--- src/rtl/pc_fetch_controller.sv ---
// Program counter and instruction-fetch sequencer: owns the PC, issues one
// req/ack fetch per instruction, and applies branch/jump redirects, stall and timeout.
module pc_fetch_controller #(
   parameter logic [31:0] RESET_PC = 32'h0000_0000,
   parameter int unsigned MAX_WAIT = 15
) (
   input  logic        Clk,
   input  logic        Reset,
   input  logic        Stall,
   input  logic        BranchTaken,
   input  logic [31:0] BranchTarget,
   input  logic        Jump,
   input  logic [31:0] JumpTarget,
   input  logic        IMemAck,
   output logic        IMemReq,
   output logic [31:0] IMemAddr,
   output logic [31:0] PCResult,
   output logic [31:0] PCAddResult,
   output logic        InstrValid,
   output logic        FetchTimeout
);

   localparam int unsigned AW = 32;
   localparam int unsigned WW = 8;

   typedef enum logic [1:0] {
      IDLE  = 2'd0,
      FETCH = 2'd1,
      HOLD  = 2'd2,
      ERR   = 2'd3
   } state_t;

   state_t        state_q, state_d;
   logic [AW-1:0] pc_q, pc_d;
   logic [WW-1:0] wait_q, wait_d;
   logic          pend_v_q, pend_v_d;
   logic [AW-1:0] pend_tgt_q, pend_tgt_d;
   logic          valid_q, valid_d;
   logic          timeout_q, timeout_d;

   logic [AW-1:0] pc_plus4;
   logic          redir_v;
   logic [AW-1:0] redir_tgt;

   assign pc_plus4  = pc_q + AW'(4);
   assign redir_v   = Jump | BranchTaken;
   // Jump beats branch when both arrive together; targets are word-aligned on load.
   assign redir_tgt = Jump ? (JumpTarget & ~AW'(3)) : (BranchTarget & ~AW'(3));

   always_comb begin
      state_d    = state_q;
      pc_d       = pc_q;
      wait_d     = wait_q;
      pend_v_d   = pend_v_q;
      pend_tgt_d = pend_tgt_q;
      valid_d    = 1'b0;
      timeout_d  = timeout_q;

      case (state_q)
         IDLE: state_d = FETCH;
         FETCH: begin
            if (IMemAck) begin
               if (pend_v_q)     pc_d = pend_tgt_q;
               else if (redir_v) pc_d = redir_tgt;
               else              pc_d = pc_plus4;
               pend_v_d = 1'b0;
               wait_d   = '0;
               valid_d  = 1'b1;
               state_d  = Stall ? HOLD : FETCH;
            end else begin
               wait_d = wait_q + WW'(1);
               if (redir_v) begin
                  pend_v_d   = 1'b1;
                  pend_tgt_d = redir_tgt;
               end
               if (wait_d == WW'(MAX_WAIT)) begin
                  state_d   = ERR;
                  timeout_d = 1'b1;
               end
            end
         end
         HOLD: begin
            // Redirects seen while stalled are held until the next accepted fetch.
            if (redir_v) begin
               pend_v_d   = 1'b1;
               pend_tgt_d = redir_tgt;
            end
            if (!Stall) state_d = FETCH;
         end
         ERR: timeout_d = 1'b1;
         default: state_d = IDLE;
      endcase
   end

   always_ff @(posedge Clk or negedge Reset) begin
      if (!Reset) begin
         state_q    <= IDLE;
         pc_q       <= RESET_PC;
         wait_q     <= '0;
         pend_v_q   <= 1'b0;
         pend_tgt_q <= '0;
         valid_q    <= 1'b0;
         timeout_q  <= 1'b0;
      end else begin
         state_q    <= state_d;
         pc_q       <= pc_d;
         wait_q     <= wait_d;
         pend_v_q   <= pend_v_d;
         pend_tgt_q <= pend_tgt_d;
         valid_q    <= valid_d;
         timeout_q  <= timeout_d;
      end
   end

   assign IMemReq      = (state_q == FETCH);
   assign IMemAddr     = pc_q;
   assign PCResult     = pc_q;
   assign PCAddResult  = pc_plus4;
   assign InstrValid   = valid_q;
   assign FetchTimeout = timeout_q;

endmodule

--- config.mk ---
export PLATFORM = sky130hd
export DESIGN_NAME = pc_fetch_controller
export DESIGN_NICKNAME = d
export VERILOG_FILES = /design/src/rtl/pc_fetch_controller.sv
export SDC_FILE = /design/constraint.sdc
export NUM_CORES = 1
export LEC_CHECK = 0
export ABC_AREA = 1
export BUFFER_PORTS_ARGS = -buffer_cell sky130_fd_sc_hd__buf_2
export CORE_MARGIN = 4
export CORE_UTILIZATION = 50
export CTS_CLUSTER_DIAMETER = 60
export CTS_CLUSTER_SIZE = 25
export DETAILED_ROUTE_END_ITERATION = 16
export PLACE_DENSITY = 0.84
export SYNTH_ARGS = -nofsm -noshare
export SYNTH_HDL_FRONTEND = slang
export SYNTH_SLANG_ARGS = --single-unit
--- constraint.sdc ---
create_clock -name Clk -period 2.3 [get_ports Clk]
set_clock_uncertainty 0.2 [all_clocks]
set_input_delay 0.23 -clock Clk [delete_from_list [all_inputs] [get_ports Clk]]
set_output_delay 0.23 -clock Clk [all_outputs]
set_load 0.05 [all_outputs]
==> flow_summary.json, run 1 <==
{
  "syn_inst": 762,
  "rr_startpoint": "IMemAddr[2]",
  "cts-root-buf": "clkbuf_8",
  "clock_sinks": 73,
  "synth.cell_area_um2": 5050,
  "leakage_nw": 3.55,
  "hpwl_um": 11500,
  "htreeDepth": 3,
  "comb_power_share": 0.686,
  "r2r_end": "IMemAddr[8]",
  "diodes": 0,
  "grt_pass1_vias": 5367,
  "endpoint_kind": "output pin",
  "finalWorstSetupSlack_ns": 0.0446,
  "ys.flop_type": "dfrtp_1",
  "dr_total_vias": 5908,
  "worst-path-stages": 7,
  "min_path_type": "primary input to flip-flop",
  "yosysTopAreaCell": "dfrtp_1",
  "worstPathMaxFanout": 3,
  "cap_violations": 0,
  "p_total_mw": 11.3,
  "p_per_area_nw_per_um2": 1610,
  "max_clock_freq_mhz": 443,
  "die_y_um": 108,
  "routed_via_density": 5.35,
  "arrival_ns": 1.83,
  "cp_top_family": "simple AND/OR/NAND/NOR gates",
  "synthSimpleGateAreaFrac": 0.334,
  "crit_start": "IMemAddr[2]",
  "pwr-share-clk": 0.090,
  "grt_antenna_before_repair": 0,
  "synth_compound_gate_area_share": 0.134,
  "yosysWarnings": 0,
  "synth.most_common_cell": "nand2_1",
  "synthXorXnorAreaFrac": 0.0191,
  "p_int_mw": 4.59,
  "nFillCells": 785,
  "hold_viol": 0,
  "synth_edf_count": 0,
  "p_sw_frac": 0.595,
  "cp_common_cell": "buf_4",
  "r2r_cells": 11,
  "drc": 0,
  "clockBufferDepth": 2,
  "wire_per_inst_um": 15.5,
  "min_period_ns": 2.26,
  "ys_seq_area_frac": 0.362,
  "gr-usage-all-layers": 0.280,
  "ff2ff_setup_slack_ns": 0.23,
  "ios": 169,
  "ys_ff_latch": 73,
  "area_growth_pct": 39.5,
  "crit_path_start_kind": "flip-flop",
  "dr.pass1.iters": 6,
  "worst_pin_slew_ns": 0.512,
  "cp_cell_sequence": "ha_4 -> buf_4 -> nand3_2 -> nor2_2 -> nand4_1 -> nand2_1 -> buf_4",
  "slew_headroom": 0.658,
  "rsz0062_at_grt": "true",
  "wl_um": 17100,
  "synth_top_cell_area_share": 0.362,
  "dp_slack_ns": 0.134,
  "synth_top_family_by_area": "simple AND/OR/NAND/NOR gates",
  "clock_latency_ns": 0.36,
  "start_util": 0.514,
  "hold_slack_ns": 0.0816,
  "fp-row-count": 36,
  "status": "finished clean",
  "ys_types": 30,
  "power.switching_mw": 6.75,
  "maxSlewViolCount": 0,
  "ant_nets": 0,
  "cts.reportedPaths.clkPinSlew_ns": 0.08,
  "synth_adder_area_share": 0.0149,
  "worst-path-buf-inv": 2,
  "synthTopCellsByArea": "dfrtp_1 36%, nand2_1 17%, nor2_1 7.1%",
  "overflow": 0,
  "ir_drop_v": 0.00100,
  "synthMuxAreaShare": 0.00198,
  "regArea_um2": 1850,
  "setup_viol": 0,
  "power_frac_seq": 0.224,
  "slowest_stage": "dfrtp_2",
  "syn_avg_cell_area_um2": 6.63,
  "crit_type": "flip-flop to output pin",
  "grt_pass1_wl_um": 26100,
  "coreArea_um2": 9820,
  "grt_max_degree": 61,
  "min_period_over_period": 0.981,
  "cts_buffers": 9,
  "ys_async_sr_fraction": 1.00,
  "io_buffers": 158,
  "worstSetupEndpoint": "PCAddResult[16]",
  "die_area_um2": 11800,
  "critPathRequiredTime_ns": 1.87,
  "dr.first_iter.drc_count": 616,
  "cts_tree": "done",
  "multi_input_area_um2": 2770,
  "post-route-util": 0.717,
  "nets": 1044,
  "globalplace.congestion": 0.971,
  "yosys-top-cells-count": "230 x nand2_1, 96 x nor2_1, 73 x dfrtp_1, 72 x inv_1, 66 x nand3_1",
  "slowest_delay_ns": 0.43,
  "die_w_um": 108,
  "final_layout_size_suffix_gt1_frac": 0.285
}
## area by class of cell
type | count | area share
clock inverters | 5 | 0.00800
flip-flops and latches | 73 | 0.262
clock buffers | 10 | 0.0195
repair buffers | 256 | 0.254
well taps | 133 | 0.0236
inverters | 75 | 0.0405
multi-input cells | 553 | 0.393
## metal layers
metal  routed length (um)  share of wire  vias up  track usage
met1                 7150           0.42     2687        0.391
met5                    0              0        -            0
met4                  517          0.030        0        0.107
li1                     -              -     2829            -
met3                 1640          0.096       55       0.0496
met2                 7800           0.46      337        0.435
## tightest hold or removal path, cell delays in order
cell and delay [ns]:
buf_2 0.08, nand2_1 0.05, nand2_1 0.11, nand2_1 0.07
o21ai_0 0.07
## cell families (layout without fill, tap and decap cells)
logic type      Yosys count  after routing
other cells               1              6
buf+inv                 141            346
flops                    73             73
xor+xnor                 11             11
fa+ha+maj                 6              6
mux                       1              1
compound gates          118            118
simple gates            411            411
## registers in the layout (all words and copies together), names as in the netlist
name and flops:
pend_tgt_q 30, FetchTimeout 1, state_q 2, pend_v_q 1, InstrValid 1, wait_q 8, IMemAddr 30
## power by group through the flow
stage,combinational [mW],clock [mW],sequential [mW]
2_1_floorplan,4.84,0,3.30
3_3_place_gp,6.86,0,2.50
3_5_place_dp,6.92,0,2.54
4_1_cts,7.25,1.02,2.51
5_1_grt,8.30,1.07,2.61
6_report,7.77,1.02,2.54
## metrics by stage
stage	instances	instance area [um^2]	TNS (ns)
floorplan	767	5140	-0.0555
finish	1105	7040	0
CTS	1088	6790	0
global placement	1010	5870	0
detailed placement	1010	5870	0
global route	1105	7040	-0.392
## worst min-delay path by stage
stage                     cells past startpoint        startpoint             end
after global routing                          3   BranchTarget[3]   pend_tgt_q[3]
after global placement                        1             Reset       wait_q[0]
after detailed placement                      1             Reset       wait_q[0]
after floorplan                               0             Reset    FetchTimeout
final                                         5  BranchTarget[10]  pend_tgt_q[10]
after CTS                                     3   BranchTarget[3]   pend_tgt_q[3]
## cell usage in the layout, fill, tap and decap left out, types with 5 or more instances in the layout
cell,instances
ha_1,5
dfrtp_1,58
buf_2,136
nor2_2,11
nand3b_1,6
nand3_1,65
nand2_2,13
nor2_4,9
inv_1,71
conb_1,6
buf_4,52
nand2_1,218
dfrtp_2,15
nor2_1,80
o21ai_0,15
clkbuf_8,10
o211ai_1,5
a22oi_1,6
a31oi_1,28
dlygate4sd3_1,57
a21oi_1,58
## repair_timing
| item | CTS | global route |
|---|---|---|
| resized for setup | 32 | 42 |
| pin swaps | 2 | 9 |
| setup endpoints to repair | 22 | 23 |
| cloned | 0 | 0 |
| hold buffers | 57 | 0 |
| hold endpoints to repair | 102 | 0 |
| setup buffers | 6 | 17 |
Power figures use the tool's default switching activity.
==> inputs of run 2 (changes only) <==
Clock period 2.3 ns to 2.6 ns, I/O delays scaled along.
==> flow_summary.json, run 2 (synthesis results as in run 1) <==
{
  "status": "finished clean",
  "rsz0062_at_grt": "false",
  "place_area_um2": 5760,
  "cts_tree": "done",
  "overflow": 0,
  "nFillCells": 897,
  "slowest_stage": "dfrtp_1",
  "area_growth_pct": 28.2,
  "crit_start": "IMemAddr[3]",
  "regArea_um2": 1830,
  "routed_via_density": 5.29,
  "post-route-util": 0.659,
  "arrival_ns": 2.02,
  "io_buffers": 158,
  "dr_total_vias": 5645,
  "diodes": 0,
  "wire_per_inst_um": 14.9,
  "nets": 1006,
  "die_area_um2": 11800,
  "worst-path-stages": 8,
  "p_per_area_nw_per_um2": 1440,
  "pwr-share-clk": 0.098,
  "critPathRequiredTime_ns": 2.14,
  "dr.pass1.iters": 7,
  "post_cts_buffers": 0,
  "ir_drop_v": 0.000842,
  "drc": 0,
  "setup_viol": 0,
  "clock_latency_ns": 0.36,
  "hpwl_um": 11200,
  "ios": 169,
  "start_util": 0.514,
  "clock_sinks": 73,
  "cp_cell_sequence": "buf_4 -> nand2_1 -> nor2_1 -> nand2_2 -> nor2_2 -> nand3b_1 -> nand2_1 -> buf_2",
  "cts-root-buf": "clkbuf_8",
  "setup_tns_ns": 0,
  "dp_slack_ns": 0.233,
  "holdPathStages": 3,
  "worstPathMaxFanout": 5,
  "grt_antenna_before_repair": 0,
  "min-delay-start": "JumpTarget[30]",
  "gr-usage-all-layers": 0.274,
  "htreeDepth": 3,
  "min_period_over_period": 0.955,
  "coreArea_um2": 9820,
  "rr_startpoint": "state_q[1]",
  "power_frac_seq": 0.240,
  "final_layout_size_suffix_gt1_frac": 0.221,
  "dr.first_iter.drc_count": 584,
  "r2r_cells": 7,
  "globalplace.congestion": 0.961,
  "cts_buffers": 9,
  "final_common_cell": "nand2_1",
  "endpoint_kind": "output pin",
  "grt_max_degree": 37,
  "die_y_um": 108,
  "leakage_nw": 3.31,
  "cp_top_family": "simple AND/OR/NAND/NOR gates",
  "p_int_mw": 3.60,
  "fin_area_um2": 6470,
  "wl_um": 15900,
  "cts.reportedPaths.clkPinSlew_ns": 0.08,
  "hold_viol": 0,
  "max_clock_freq_mhz": 403,
  "p_sw_frac": 0.615,
  "multi_input_area_um2": 2620,
  "comb_power_share": 0.662,
  "crit_type": "flip-flop to output pin",
  "fp-row-count": 36,
  "min_period_ns": 2.48,
  "grt_pass1_wl_um": 25400,
  "clockBufferDepth": 2,
  "grt_pass1_vias": 5209,
  "cp_common_cell": "nand2_1",
  "finalWorstSetupSlack_ns": 0.117,
  "worst-path-buf-inv": 2,
  "power.switching_mw": 5.75,
  "die_w_um": 108,
  "slowest_delay_ns": 0.39,
  "layout_common_cells": "230 x nand2_1, 156 x buf_2, 91 x nor2_1",
  "maxSlewViolCount": 0,
  "min_path_type": "primary input to flip-flop",
  "crit_path_start_kind": "flip-flop",
  "slew_headroom": 0.625,
  "cap_violations": 0,
  "ant_nets": 0,
  "worst_pin_slew_ns": 0.563
}
run 2: layout make-up:
| class | instances | area share |
|---|---|---|
| Multi-Input combinational cell | 553 | 0.405 |
| Sequential cell | 73 | 0.283 |
| Timing Repair Buffer | 218 | 0.212 |
| Inverter | 75 | 0.0435 |
| Tap cell | 133 | 0.0257 |
| Clock buffer | 9 | 0.0191 |
| Clock inverter | 7 | 0.0120 |
run 2: worst min-delay path, cell delays in order:
cell,delay (ns)
buf_2,0.10
nand2_1,0.08
a31oi_1,0.08
run 2: per-layer routing:
layer,wire (um),vias up,track usage,share of wire
met3,1670,36,0.0525,0.11
met4,325,0,0.0983,0.020
met5,0,-,0,0
met1,6810,2523,0.393,0.43
met2,7090,336,0.414,0.45
li1,-,2750,-,-
run 2: through the flow:
step | cells | power, mW | hold WS, ns
after global placement | 1006 | 8.19 | 0.0709
after global routing | 1068 | 9.92 | 0.0224
after detailed placement | 1006 | 8.26 | 0.0750
final | 1068 | 9.35 | 0.00300
after CTS | 1068 | 9.25 | 0.000258
after floorplan | 767 | 7.13 | -0.236
run 2: final timing paths:
path | to | slack [ns]
setup / recovery | PCAddResult[21] | 0.12
max in group asynchronous | IMemAddr[27] | 1.25
hold / removal | pend_tgt_q[30] | 0.003
hold reg to reg | FetchTimeout | 0.30
setup reg to reg | pend_tgt_q[25] | 0.39
min in group asynchronous | wait_q[1] | 0.22
run 2: power groups by stage:
stage / Sequential (mW) / Combinational, mW / Clock [mW]
floorplan: 2.91 / 4.23 / 0
global placement: 2.21 / 5.98 / 0
detailed placement: 2.23 / 6.03 / 0
CTS: 2.21 / 6.11 / 0.927
global route: 2.33 / 6.62 / 0.970
finish: 2.24 / 6.18 / 0.919
run 2: repair_timing:
action / in CTS / in global routing
resized for setup: 3 / 9
endpoints found under the hold margin: 46 / 0
setup endpoints to repair: 4 / 10
pin swaps: 0 / 0
hold buffers: 46 / 0
